`src/rtl/lock_input_conditioner_pkg.sv`:
```
// Shared constants for the lock front end: channel counts, button indices and
// the default debounce interval.
package lock_io_pkg;

  localparam int unsigned DB_CYCLES_DEFAULT = 1_000_000;

  localparam int unsigned BTN_ENTER = 0;
  localparam int unsigned BTN_OOPS  = 1;
  localparam int unsigned BTN_RESET = 2;

  localparam int unsigned N_BTN = 3;
  localparam int unsigned N_SW  = 4;

endpackage

```
`src/rtl/lock_input_conditioner_if.sv`:
```
// Raw board inputs and their conditioned counterparts; the board side is the
// master, the conditioner is the slave.
interface lock_input_conditioner_if #(
  parameter int unsigned N_BTN = lock_io_pkg::N_BTN,
  parameter int unsigned N_SW  = lock_io_pkg::N_SW
) ();

  logic [N_BTN-1:0] btn_raw;
  logic [N_SW-1:0]  sw_raw;
  logic [N_BTN-1:0] btn_level;
  logic [N_BTN-1:0] btn_press;
  logic [N_SW-1:0]  sw_stable;
  logic [N_SW-1:0]  sw_snap;
  logic             snap_strobe;

  modport master (
    output btn_raw, sw_raw,
    input  btn_level, btn_press, sw_stable, sw_snap, snap_strobe
  );

  modport slave (
    input  btn_raw, sw_raw,
    output btn_level, btn_press, sw_stable, sw_snap, snap_strobe
  );

endinterface

```
`src/rtl/lock_input_conditioner_debounce_ch.sv`:
```
// One input channel: 2-flop synchroniser, consecutive-cycle debounce counter
// and a registered strobe on each debounced rising edge.
module debounce_ch #(
  parameter int unsigned DB_CYCLES = 1_000_000
) (
  input  logic clk,
  input  logic rst_n,
  input  logic raw,
  output logic level,
  output logic press
);

  localparam int unsigned            CNT_W    = $clog2(DB_CYCLES);
  localparam logic [CNT_W-1:0]       CNT_LAST = CNT_W'(DB_CYCLES - 1);

  logic             s1;
  logic             s2;
  logic [CNT_W-1:0] cnt;

  always_ff @(posedge clk or negedge rst_n) begin
    if (!rst_n) begin
      s1    <= 1'b0;
      s2    <= 1'b0;
      cnt   <= '0;
      level <= 1'b0;
      press <= 1'b0;
    end else begin
      s1    <= raw;
      s2    <= s1;
      press <= 1'b0;
      if (s2 == level) begin
        cnt <= '0;
      end else if (cnt == CNT_LAST) begin
        // press rides the same edge as the 0->1 flip of level
        level <= s2;
        press <= s2;
        cnt   <= '0;
      end else begin
        cnt <= cnt + 1'b1;
      end
    end
  end

endmodule

```
`src/rtl/lock_input_conditioner.sv`:
```
// Conditions pushbuttons and switches for the lock FSM and captures the
// switch word one cycle after each enter press.
module lock_input_conditioner
  import lock_io_pkg::*;
#(
  parameter int unsigned DB_CYCLES = DB_CYCLES_DEFAULT,
  parameter int unsigned N_BTN     = lock_io_pkg::N_BTN,
  parameter int unsigned N_SW      = lock_io_pkg::N_SW,
  parameter int unsigned SNAP_IDX  = BTN_ENTER
) (
  input  logic                       clk,
  input  logic                       rst_n,
  lock_input_conditioner_if.slave    io
);

  logic [N_BTN-1:0] btn_level;
  logic [N_BTN-1:0] btn_press;
  logic [N_SW-1:0]  sw_stable;
  logic [N_SW-1:0]  sw_press_unused;
  logic [N_SW-1:0]  sw_snap;
  logic             snap_strobe;

  for (genvar i = 0; i < N_BTN; i++) begin : g_btn
    debounce_ch #(.DB_CYCLES(DB_CYCLES)) u_ch (
      .clk   (clk),
      .rst_n (rst_n),
      .raw   (io.btn_raw[i]),
      .level (btn_level[i]),
      .press (btn_press[i])
    );
  end

  for (genvar i = 0; i < N_SW; i++) begin : g_sw
    debounce_ch #(.DB_CYCLES(DB_CYCLES)) u_ch (
      .clk   (clk),
      .rst_n (rst_n),
      .raw   (io.sw_raw[i]),
      .level (sw_stable[i]),
      .press (sw_press_unused[i])
    );
  end

  always_ff @(posedge clk or negedge rst_n) begin
    if (!rst_n) begin
      sw_snap     <= '0;
      snap_strobe <= 1'b0;
    end else begin
      snap_strobe <= btn_press[SNAP_IDX];
      if (btn_press[SNAP_IDX]) begin
        sw_snap <= sw_stable;
      end
    end
  end

  assign io.btn_level   = btn_level;
  assign io.btn_press   = btn_press;
  assign io.sw_stable   = sw_stable;
  assign io.sw_snap     = sw_snap;
  assign io.snap_strobe = snap_strobe;

endmodule

```
`src/flat_wrapper.sv`:
```
// flat-port wrapper written by rule: the top's interface ports become plain ports
module lock_input_conditioner_flat import lock_io_pkg::*;
#(
  parameter int unsigned DB_CYCLES = DB_CYCLES_DEFAULT,
  parameter int unsigned N_BTN     = lock_io_pkg::N_BTN,
  parameter int unsigned N_SW      = lock_io_pkg::N_SW,
  parameter int unsigned SNAP_IDX  = BTN_ENTER
)
  (clk, rst_n, io_btn_raw, io_sw_raw, io_btn_level, io_btn_press, io_sw_stable, io_sw_snap, io_snap_strobe);
  lock_input_conditioner_if #(.N_BTN(N_BTN), .N_SW(N_SW)) io_i ();
  input  logic clk;
  input  logic rst_n;
  input wire logic [$bits(io_i.btn_raw)-1:0] io_btn_raw;
  input wire logic [$bits(io_i.sw_raw)-1:0] io_sw_raw;
  output wire logic [$bits(io_i.btn_level)-1:0] io_btn_level;
  output wire logic [$bits(io_i.btn_press)-1:0] io_btn_press;
  output wire logic [$bits(io_i.sw_stable)-1:0] io_sw_stable;
  output wire logic [$bits(io_i.sw_snap)-1:0] io_sw_snap;
  output wire logic [$bits(io_i.snap_strobe)-1:0] io_snap_strobe;
  assign io_i.btn_raw = io_btn_raw;
  assign io_i.sw_raw = io_sw_raw;
  assign io_btn_level = io_i.btn_level;
  assign io_btn_press = io_i.btn_press;
  assign io_sw_stable = io_i.sw_stable;
  assign io_sw_snap = io_i.sw_snap;
  assign io_snap_strobe = io_i.snap_strobe;
  lock_input_conditioner #(.DB_CYCLES(DB_CYCLES), .N_BTN(N_BTN), .N_SW(N_SW), .SNAP_IDX(SNAP_IDX)) u_core (.clk(clk), .rst_n(rst_n), .io(io_i));
endmodule
```
`config.mk`:
```
export PLATFORM = sky130hd
export DESIGN_NAME = lock_input_conditioner_flat
export DESIGN_NICKNAME = d
export VERILOG_FILES = /design/src/rtl/lock_input_conditioner_pkg.sv /design/src/rtl/lock_input_conditioner_if.sv /design/src/rtl/lock_input_conditioner_debounce_ch.sv /design/src/rtl/lock_input_conditioner.sv /design/src/flat_wrapper.sv
export SDC_FILE = /design/constraint.sdc
export NUM_CORES = 1
export LEC_CHECK = 0
export ABC_AREA = 1
export CORE_MARGIN = 5
export CORE_UTILIZATION = 55
export DETAILED_ROUTE_END_ITERATION = 6
export DONT_BUFFER_PORTS = 1
export GPL_TIMING_DRIVEN = 0
export PLACE_DENSITY = 0.74
export SLEW_MARGIN = 40
export SYNTH_ARGS = -nofsm -noshare
export SYNTH_HDL_FRONTEND = slang
export SYNTH_SLANG_ARGS = --single-unit
export TNS_END_PERCENT = 1
```
`constraint.sdc`:
```
create_clock -name clk -period 4 [get_ports clk]
set_input_delay 0.2 -clock clk [delete_from_list [all_inputs] [get_ports clk]]
set_output_delay 0.2 -clock clk [all_outputs]
set_load 0.01 [all_outputs]
```
Word level (Yosys, flattened, before mapping)
Cells that the tools add are included.
{"block": "classes", "reduce_logical": 7, "bitwise_logic": 7, "n_eq_ne": 14, "mux": 20, "addsub": 7}
{"cell": "two-way mux 20 bit", "n": 14}
{"cell": "adder 20 x 1 -> 20 bit (second input constant)", "n": 7}
{"cell": "equality test 20 bit (second input constant)", "n": 7}
{"cell": "AND reduction 2 bit", "n": 7}
{"cell": "equality test 1 bit", "n": 7}
{"cell": "inverter 1 bit", "n": 7}
{"cell": "two-way mux 1 bit", "n": 6}
{"block": "word_totals", "wordCells": 88, "input_bits": 9, "ff_bits": 169, "output_inout_bits": 15}

Longest topological paths before layout
Gate-level depths: netlist of run 1.
{"block": "depth", "ltp_word": 3, "depth_mapped": 9, "mapped_depth_nobuf": 9}

Modules after synthesis
Synthesis of run 1 repeated with hierarchy kept, for this count alone.
{"block": "hier_totals", "hier_cells": 1187, "area_unflattened_um2": 9939.5}
{"mod": "debounce_ch", "area_each_um2": 1395.1, "seq_area_each_um2": 600.6, "instances": 7, "cells_per_inst": 167}
{"mod": "lock_input_conditioner", "area_each_um2": 173.9, "seq_area_each_um2": 125.1, "instances": 1, "cells_per_inst": 18}

Worst setup path after synthesis of run 1
No wires, ideal clock.
{"block": "synth_path", "path_type": "register -> register", "startpoint": "reg u_core.g_sw[0].u_ch.cnt[0]", "endpoint": "reg u_core.g_sw[0].u_ch.cnt[18]", "arrival_time_ns": 1.223, "setup_slack_ns": 2.659, "period_less_slack_ns": 1.341, "required_ns": 3.882, "path_stages_with_launch": 9, "path_cell_list": "dfrtp_1 -> ha_1 -> nand2_2 -> nor2_4 -> nand2_1 -> nor2_4 -> a21oi_4 -> inv_2 -> nor2_1"}
{"block": "synth_via", "elab_chain_cells": 3}
{"item": "start: declaration", "line_no": "lock_input_conditioner_debounce_ch.sv:18", "rtl": "logic [CNT_W-1:0] cnt;"}
{"item": "start signal: assignment", "line_no": "lock_input_conditioner_debounce_ch.sv:39", "rtl": "cnt <= cnt + 1'b1;"}
{"item": "adder 20 x 1 -> 20 bit / equality test 20 bit (equally long branches)", "line_no": "lock_input_conditioner_debounce_ch.sv:39, lock_input_conditioner_debounce_ch.sv:33"}
{"item": "two-way mux 20 bit *", "line_no": "lock_input_conditioner_debounce_ch.sv:33", "rtl": "end else if (cnt == CNT_LAST) begin"}
{"item": "two-way mux 20 bit *", "line_no": "lock_input_conditioner_debounce_ch.sv:31", "rtl": "if (s2 == level) begin"}
Mark *: on every way between the ends. The rest lies on a longest branch, timed or not.
A chain may end at the register's enable or synchronous reset.

Worst setup path in the final report of run 1
{"block": "layout_path", "startpoint": "reg u_core.g_sw[1].u_ch.cnt[0]", "endpoint": "reg u_core.g_sw[1].u_ch.cnt[9]"}
{"block": "layout_via", "elab_chain_cells": 3}
{"item": "start: declaration", "line_no": "lock_input_conditioner_debounce_ch.sv:18"}
{"item": "start signal: assignment", "line_no": "lock_input_conditioner_debounce_ch.sv:39"}
{"item": "adder 20 x 1 -> 20 bit / equality test 20 bit (equally long branches)", "line_no": "lock_input_conditioner_debounce_ch.sv:39, lock_input_conditioner_debounce_ch.sv:33"}
{"item": "two-way mux 20 bit *", "line_no": "lock_input_conditioner_debounce_ch.sv:33"}
{"item": "two-way mux 20 bit *", "line_no": "lock_input_conditioner_debounce_ch.sv:31"}
Marked as above.

==> flow_summary_export.csv, run 1 <==
group,metric,value,unit
worst_setup_path,r2r-end,"u_core.g_sw[1].u_ch.cnt[9]$_DFF_PN0_",
cts,clkTransAtPathRegs,70,ps
synthesis,synth_top_family_by_area,"simple AND/OR/NAND/NOR gates",
cells_and_area,final_util,0.621,
worst_setup_path,crit_start,"u_core.g_sw[1].u_ch.cnt[0]$_DFF_PN0_",
power_and_ir_drop,vdd_ir_drop_max,311,uV
worst_setup_path,slowest_stage,"dfrtp_1",
worst_setup_path,crit_family,"simple AND/OR/NAND/NOR gates",
sta,rsz0062_at_grt,"no",
worst_setup_path,path_cells,"ha_1 -> nand3_1 -> nor2_2 -> nand3_2 -> nand2_1 -> nor2_1",
cells_and_area,finalNonFillerCells,1409,
detailed_routing,routed_wl,17400,um
placed_design,io_buffers,0,
synthesis,yosysTopAreaCell,"dfrtp_1",
sta,final.period_utilization,0.390,
worst_setup_path,critPathLaunchType,"flip-flop",
worst_setup_path,cp_data_arrival_time,1870,ps
cells_and_area,drive_gt1_frac,0.106,
worst_setup_path,r2r-start,"u_core.g_sw[1].u_ch.cnt[0]$_DFF_PN0_",
sta,tightest_slew,557,ps
sta,fmax,0.641,GHz
die,chipWidth,138,um
global_routing,grt_first_pass_wirelength,31400,um
power_and_ir_drop,power.leakage,4.22,nW
cts,cts_tree,"done",
placed_design,dp_hpwl,12300,um
synthesis,syn_area,0.00901,mm2
synthesis,netlist_instances,1154,
cts,cts.hold.buffers_added,7,
worst_setup_path,r2r_cells,6,
placed_design,post-place-cells,1370,
die,die-area,0.0191,mm2
placed_design,gp_congestion,0.912,
cts,clk_latency,420,ps
outcome,violations,"hold timing",
cts,h-tree-depth,4,
synthesis,postSynthNetCount,1170,
worst_setup_path,crit_cells,6,
sta,setup_viol,0,
cts,numClockSinks,169,
outcome,status,"finished, violations left",
synthesis,synth_xor_xnor_area_share,0.0733,
synthesis,synthMuxAreaShare,0.00125,
synthesis,yosys.area_share.simple,0.366,
sta,relSlewSlack,0.627,
detailed_routing,avgViaCountPerCell,5.04,
detailed_routing,detail-route-antenna-nets,0,
detailed_routing,drtIter0Drc,388,
cts,cts_made_buffers,17,
worst_setup_path,path_class,"reg2reg",
detailed_routing,drc,0,
worst_setup_path,end_kind,"flip-flop",
synthesis,synth.area.top_cells,"dfrtp_1, nor2_1, nand2_1, nand3_1, xor2_1",
sta,finalHoldViolCount,169,
detailed_routing,num_vias,7105,
global_routing,overflow,0,
global_routing,antenna_found_initial,0,
sta,slew_violations,0,
detailed_routing,wl_per_cell,12.4,um
die,row_count,46,
cells_and_area,area_growth_syn_to_layout,10.2,%
synthesis,ys_warn_count,0,
synthesis,synth_fa_ha_area_frac,0.00972,
synthesis,ys_seq_elements,169,
sta,period_needed,1560,ps
sta,hold_ws,-536,ps
synthesis,yosysUniqueCellTypes,33,
worst_setup_path,ff2ff_setup_slack,2440,ps
cts,clk_root_buffer_cell,"clkbuf_16",
cts,clock_path_buffers,2,
worst_setup_path,endpoint,"u_core.g_sw[1].u_ch.cnt[9]$_DFF_PN0_",
die,start_util,0.563,
sta,fin_setup_tns,0,ps
die,core-area,0.0160,mm2
sta,fin_skew,6.56,ps
power_and_ir_drop,p_per_area,345,mW/mm2
detailed_routing,dr.pass1.iters,5,
synthesis,netlist.area_leader.share,0.469,
synthesis,seq_area_frac_synth,0.469,
global_routing,track_usage,0.193,
run,drv_cap,0,
worst_hold_path,hold_path_class,"in2async",
global_routing,grt_pass1_vias,6894,
synthesis,synth_compound_area_frac,0.0240,
global_routing,grt_start_max_net_pins,170,
die,ios,24,
synthesis,synth_area_per_cell,7.81,um2
worst_setup_path,critical_path_required,4310,ps
worst_setup_path,cp_max_fo,7,
worst_setup_path,crit_buf_inv,0,
cells_and_area,antenna_cells,0,
cells_and_area,fin_nets,1196,
worst_setup_path,max_stage_delay,360,ps
die,fp.dieH,138,um
## logic make-up after synthesis
group / after synthesis
adder cells (fa/ha/maj): 7
AND/OR/NAND/NOR: 744
AO/OA/AOI/OAI: 39
XOR/XNOR: 72
flip-flops: 169
buffers and inverters: 122
multiplexers: 1
## state kept, by name, summed over array words and instances (netlist names)
| signal | flops |
|---|---|
| u_core.io.sw_snap | 4 |
| u_core.g_sw.u_ch.s2 | 4 |
| u_core.g_btn.u_ch.s2 | 3 |
| u_core.g_sw.u_ch.level | 4 |
| u_core.io.snap_strobe | 1 |
| u_core.g_sw.u_ch.cnt | 80 |
| u_core.g_btn.u_ch.cnt | 60 |
| u_core.g_btn.u_ch.level | 3 |
| u_core.g_btn.u_ch.s1 | 3 |
| u_core.g_btn.u_ch.press | 3 |
| u_core.g_sw.u_ch.s1 | 4 |
## worst register-to-register path, stage by stage, from the launching register on
cell	delay [ps]
dfrtp_1	360
ha_1	190
nand3_1	160
nor2_2	240
nand3_2	210
nand2_1	220
nor2_1	70
## synth_stat cells (all sizes together)
cell type	n
a21oi	20
and2	7
buf	15
dfrtp	169
ha	7
inv	107
mux2	1
nand2	222
nand3	122
nand3b	3
nand4	14
nor2	345
nor3	22
nor3b	5
o21ai	15
o21bai	4
or2	4
xnor2	22
xor2	50
## per-layer routing
metal,wire length [um],GRT usage,up-vias,share of wire
met2,8050,0.304,95,0.46
li1,-,-,3681,-
met4,225,0.0572,0,0.013
met1,8570,0.272,3306,0.49
met5,0,0,-,0
met3,570,0.0379,23,0.033
## worst min-delay path by stage
| stage | from | end | slack (ps) | cells past startpoint |
|---|---|---|---|---|
| after floorplan | rst_n | u_core.g_btn[0].u_ch.cnt[0]$_DFF_PN0_ | -100 | 0 |
| after global placement | rst_n | u_core.g_sw[0].u_ch.cnt[19]$_DFF_PN0_ | -90 | 0 |
| after detailed placement | rst_n | u_core.g_sw[0].u_ch.cnt[16]$_DFF_PN0_ | -90 | 0 |
| after CTS | rst_n | u_core.g_sw[0].u_ch.cnt[16]$_DFF_PN0_ | -550 | 0 |
| after global routing | rst_n | u_core.g_sw[0].u_ch.cnt[9]$_DFF_PN0_ | -550 | 0 |
| final | rst_n | u_core.g_sw[0].u_ch.cnt[7]$_DFF_PN0_ | -540 | 0 |
## power by group
part | internal (mW) | switching (mW)
Clock | 0.926 | 0.665
Sequential | 1.73 | 0.0169
Combinational | 0.0320 | 0.0495
## area by class of cell
cell class                      count  area [um2]
Fill cell                        1477        6070
Multi-Input combinational cell    863        4270
Sequential cell                   169        4230
Clock buffer                       23         488
Inverter                          107         402
Tap cell                          216         270
Buffer                             15         113
Clock inverter                      9        88.8
Timing Repair Buffer                7        70.1
## stage by stage
step	setup slack [ps]	area, um2	hold slack, ps	total power, mW
after floorplan	2660	9010	-95.6	1.84
after global placement	2450	9290	-90.4	1.86
after detailed placement	2440	9290	-89.2	1.86
after CTS	2420	9930	-546	3.46
after global routing	2280	9930	-551	3.55
final	2440	9930	-536	3.42
## placed cells by master, fill, tap and decap left out, types with 2 or more instances in the layout
cell type | synthesis | routed
a21oi_1 | 19 | 19
and2_1 | 7 | 7
buf_2 | 3 | 3
buf_4 | 10 | 10
buf_6 | 2 | 2
clkbuf_1 | 0 | 2
clkbuf_16 | 0 | 17
clkbuf_8 | 0 | 4
clkinv_2 | 0 | 2
clkinvlp_4 | 0 | 3
dfrtp_1 | 169 | 169
dlygate4sd3_1 | 0 | 7
ha_1 | 7 | 7
inv_1 | 96 | 96
inv_2 | 11 | 11
inv_6 | 0 | 2
nand2_1 | 205 | 205
nand2_2 | 17 | 17
nand3_1 | 115 | 115
nand3_2 | 7 | 7
nand3b_1 | 3 | 3
nand4_1 | 14 | 14
nor2_1 | 314 | 314
nor2_2 | 22 | 22
nor2_4 | 9 | 9
nor3_1 | 20 | 20
nor3_2 | 2 | 2
nor3b_2 | 4 | 4
o21ai_0 | 11 | 11
o21ai_1 | 4 | 4
o21bai_1 | 4 | 4
or2_2 | 3 | 3
xnor2_1 | 21 | 21
xor2_1 | 47 | 47
xor2_2 | 3 | 3
## repair_timing
item,CTS,global route
endpoints found under the setup margin,0,0
endpoints found under the hold margin,176,169
gates resized for setup,0,0
buffers inserted,0,0
No activity file was read; power rests on OpenSTA's default activity.
==> run 2, diff against run 1 <==
==> constraint.sdc (replaced) <==
create_clock -name clk -period 1.6 [get_ports clk]
set_input_delay 0.08 -clock clk [delete_from_list [all_inputs] [get_ports clk]]
set_output_delay 0.08 -clock clk [all_outputs]
set_load 0.01 [all_outputs]
==> run 2 against run 1 <==
Compared with the run above:
- the flow still finishes with violations (hold timing)
- final cell count stayed put
- fmax increased by 4.3%
- non-clock buffer count is the same
- first-iteration DRC count rose by 16%
- final area up 0.60%
- clock power grew to 2.5 times the previous value
- critical path depth did not move
- via count grew 0.31%
- worst hold slack worse by 120 ps
- worst setup slack worse by 2300 ps
- combinational power rose to 2.6 times the previous value
- global-route usage stayed put
- critical path type unchanged
- critical endpoint is now u_core.g_btn[0].u_ch.cnt[9]$_DFF_PN0_
- largest power group unchanged
- highest routed layer unchanged
==> flow_summary_export.csv, run 2 (synthesis gave the netlist of run 1 again) <==
group,metric,value,unit
outcome,status,"finished, violations left",
outcome,violations,"hold timing",
cells_and_area,drive_gt1_frac,0.112,
cts,clkTransAtPathRegs,70,ps
die,die-area,0.0191,mm2
die,fp.dieH,138,um
placed_design,gp_congestion,0.912,
worst_setup_path,crit_cells,6,
cells_and_area,reg_top3,"u_core.g_sw.u_ch.cnt: 80 flops, u_core.g_btn.u_ch.cnt: 60 flops",
cts,cts.hold.buffers_added,7,
power_and_ir_drop,vdd_ir_drop_max,778,uV
die,start_util,0.563,
detailed_routing,num_vias,7127,
worst_setup_path,slowest_stage,"dfrtp_1",
detailed_routing,detail-route-antenna-nets,0,
sta,fmax,0.668,GHz
cells_and_area,fin_nets,1196,
run,drv_cap,0,
power_and_ir_drop,p_seq_frac,0.511,
sta,hold_ws,-656,ps
cells_and_area,regMostFlops,"u_core.g_sw.u_ch.cnt",
worst_setup_path,crit_family,"simple AND/OR/NAND/NOR gates",
global_routing,grt_start_max_net_pins,170,
sta,slew_violations,0,
power_and_ir_drop,swShare,0.214,
power_and_ir_drop,power,8.57,mW
cts,numClockSinks,169,
detailed_routing,routed_wl,17600,um
cells_and_area,most-common-layout-cells,"nor2_1, nand2_1, dfrtp_1, nand3_1, inv_1",
power_and_ir_drop,p_per_area,857,mW/mm2
cells_and_area,antenna_cells,0,
cts,h-tree-depth,4,
power_and_ir_drop,p_switching,1.84,mW
die,core-area,0.0160,mm2
sta,final.period_utilization,0.935,
cts,clock_path_buffers,2,
global_routing,antenna_found_initial,0,
sta,setup_viol,0,
die,chipWidth,138,um
global_routing,overflow,0,
placed_design,dp_hpwl,12300,um
power_and_ir_drop,p_comb_frac,0.024,
worst_setup_path,crit_buf_inv,0,
die,row_count,46,
worst_setup_path,path_class,"reg2reg",
power_and_ir_drop,p_int,6.73,mW
cts,cts_setup_buffers,0,
worst_setup_path,critPathLaunchType,"flip-flop",
cells_and_area,final_common_cell,"nor2_1",
detailed_routing,wl_per_cell,12.5,um
detailed_routing,drc,0,
sta,tightest_slew,627,ps
sta,finalHoldViolCount,169,
sta,fin_skew,6.45,ps
cts,cts_made_buffers,17,
placed_design,placed_area,0.00929,mm2
die,ios,24,
cells_and_area,area_growth_syn_to_layout,10.8,%
global_routing,grt_first_pass_wirelength,31400,um
worst_setup_path,critical_path_required,1910,ps
sta,relSlewSlack,0.581,
worst_setup_path,end_kind,"flip-flop",
cells_and_area,design_area,0.00999,mm2
detailed_routing,avgViaCountPerCell,5.06,
cells_and_area,largest_reg_flops,80,
cts,clk_latency,420,ps
cts,clk_root_buffer_cell,"clkbuf_16",
worst_hold_path,hold_path_class,"in2async",
global_routing,track_usage,0.193,
worst_setup_path,max_stage_delay,360,ps
placed_design,io_buffers,0,
detailed_routing,drtIter0Drc,450,
power_and_ir_drop,power.leakage,4.23,nW
worst_setup_path,cp_data_arrival_time,1810,ps
sta,period_needed,1500,ps
worst_setup_path,cp_max_fo,8,
worst_setup_path,r2r_cells,6,
global_routing,grt_pass1_vias,6894,
power_and_ir_drop,clockPowerShare,0.465,
worst_setup_path,path_cells,"ha_1 -> nand3_1 -> nor2_4 -> nand3_2 -> nand2_4 -> nor2_1",
sta,rsz0062_at_grt,"yes",
detailed_routing,dr.pass1.iters,5,
cts,cts_tree,"done",
-- run 2: cell counts in the layout (fill, tap and decap cells not counted) --
Identical to the previous run, type by type.
-- run 2: path summary, 6_finish.rpt --
path | startpoint | to | slack [ps]
max in group asynchronous | rst_n | u_core.g_btn[1].u_ch.level$_DFFE_PN0P_ | 1970
max | u_core.g_btn[0].u_ch.cnt[0]$_DFF_PN0_ | u_core.g_btn[0].u_ch.cnt[9]$_DFF_PN0_ | 100
min reg2reg | u_core.g_sw[0].u_ch.s1$_DFF_PN0_ | u_core.g_sw[0].u_ch.s2$_DFF_PN0_ | 350
min in group clk | io_sw_raw[0] | u_core.g_sw[0].u_ch.s1$_DFF_PN0_ | 210
max reg2reg | u_core.g_btn[0].u_ch.cnt[0]$_DFF_PN0_ | u_core.g_btn[0].u_ch.cnt[9]$_DFF_PN0_ | 100
min | rst_n | u_core.g_sw[0].u_ch.cnt[7]$_DFF_PN0_ | -660
-- run 2: repair_timing --
item,CTS,global route
endpoints found under the setup margin,0,51
gates resized for setup,0,15
endpoints found under the hold margin,176,169
-- run 2: layout make-up --
class,instances,area [um2]
timing repair buffer,7,70.1
fill,1462,6010
multi-input combinational,863,4330
sequential,169,4230
buffer,15,113
clock inverter,9,88.8
clock buffer,23,488
inverter,107,404
tap,216,270
-- run 2: stage by stage --
stage	cells	setup TNS, ps	utilization	worst slack (ps)
6_report	1409	0	0.624	103
5_1_grt	1409	-5.98	0.624	-5.98
4_1_cts	1409	0	0.621	17.8
3_5_place_dp	1370	0	0.580	38.0
3_3_place_gp	1370	0	0.580	48.8
2_1_floorplan	1154	0	-	259
-- run 2: per-layer routing --
metal,track usage,wire [um],vias up
met4,0.0572,221,0
met5,0,0,-
met2,0.304,8210,103
li1,-,-,3685
met1,0.272,8610,3316
met3,0.0379,588,23
-- run 2: power by group through the flow --
stage          clock network (mW)  logic (mW)  registers, mW
5_1_grt                      4.25       0.239           4.38
3_3_place_gp                    0       0.186           4.45
4_1_cts                      4.07       0.207           4.38
3_5_place_dp                    0       0.191           4.46
6_report                     3.98       0.208           4.38
2_1_floorplan                   0       0.152           4.45
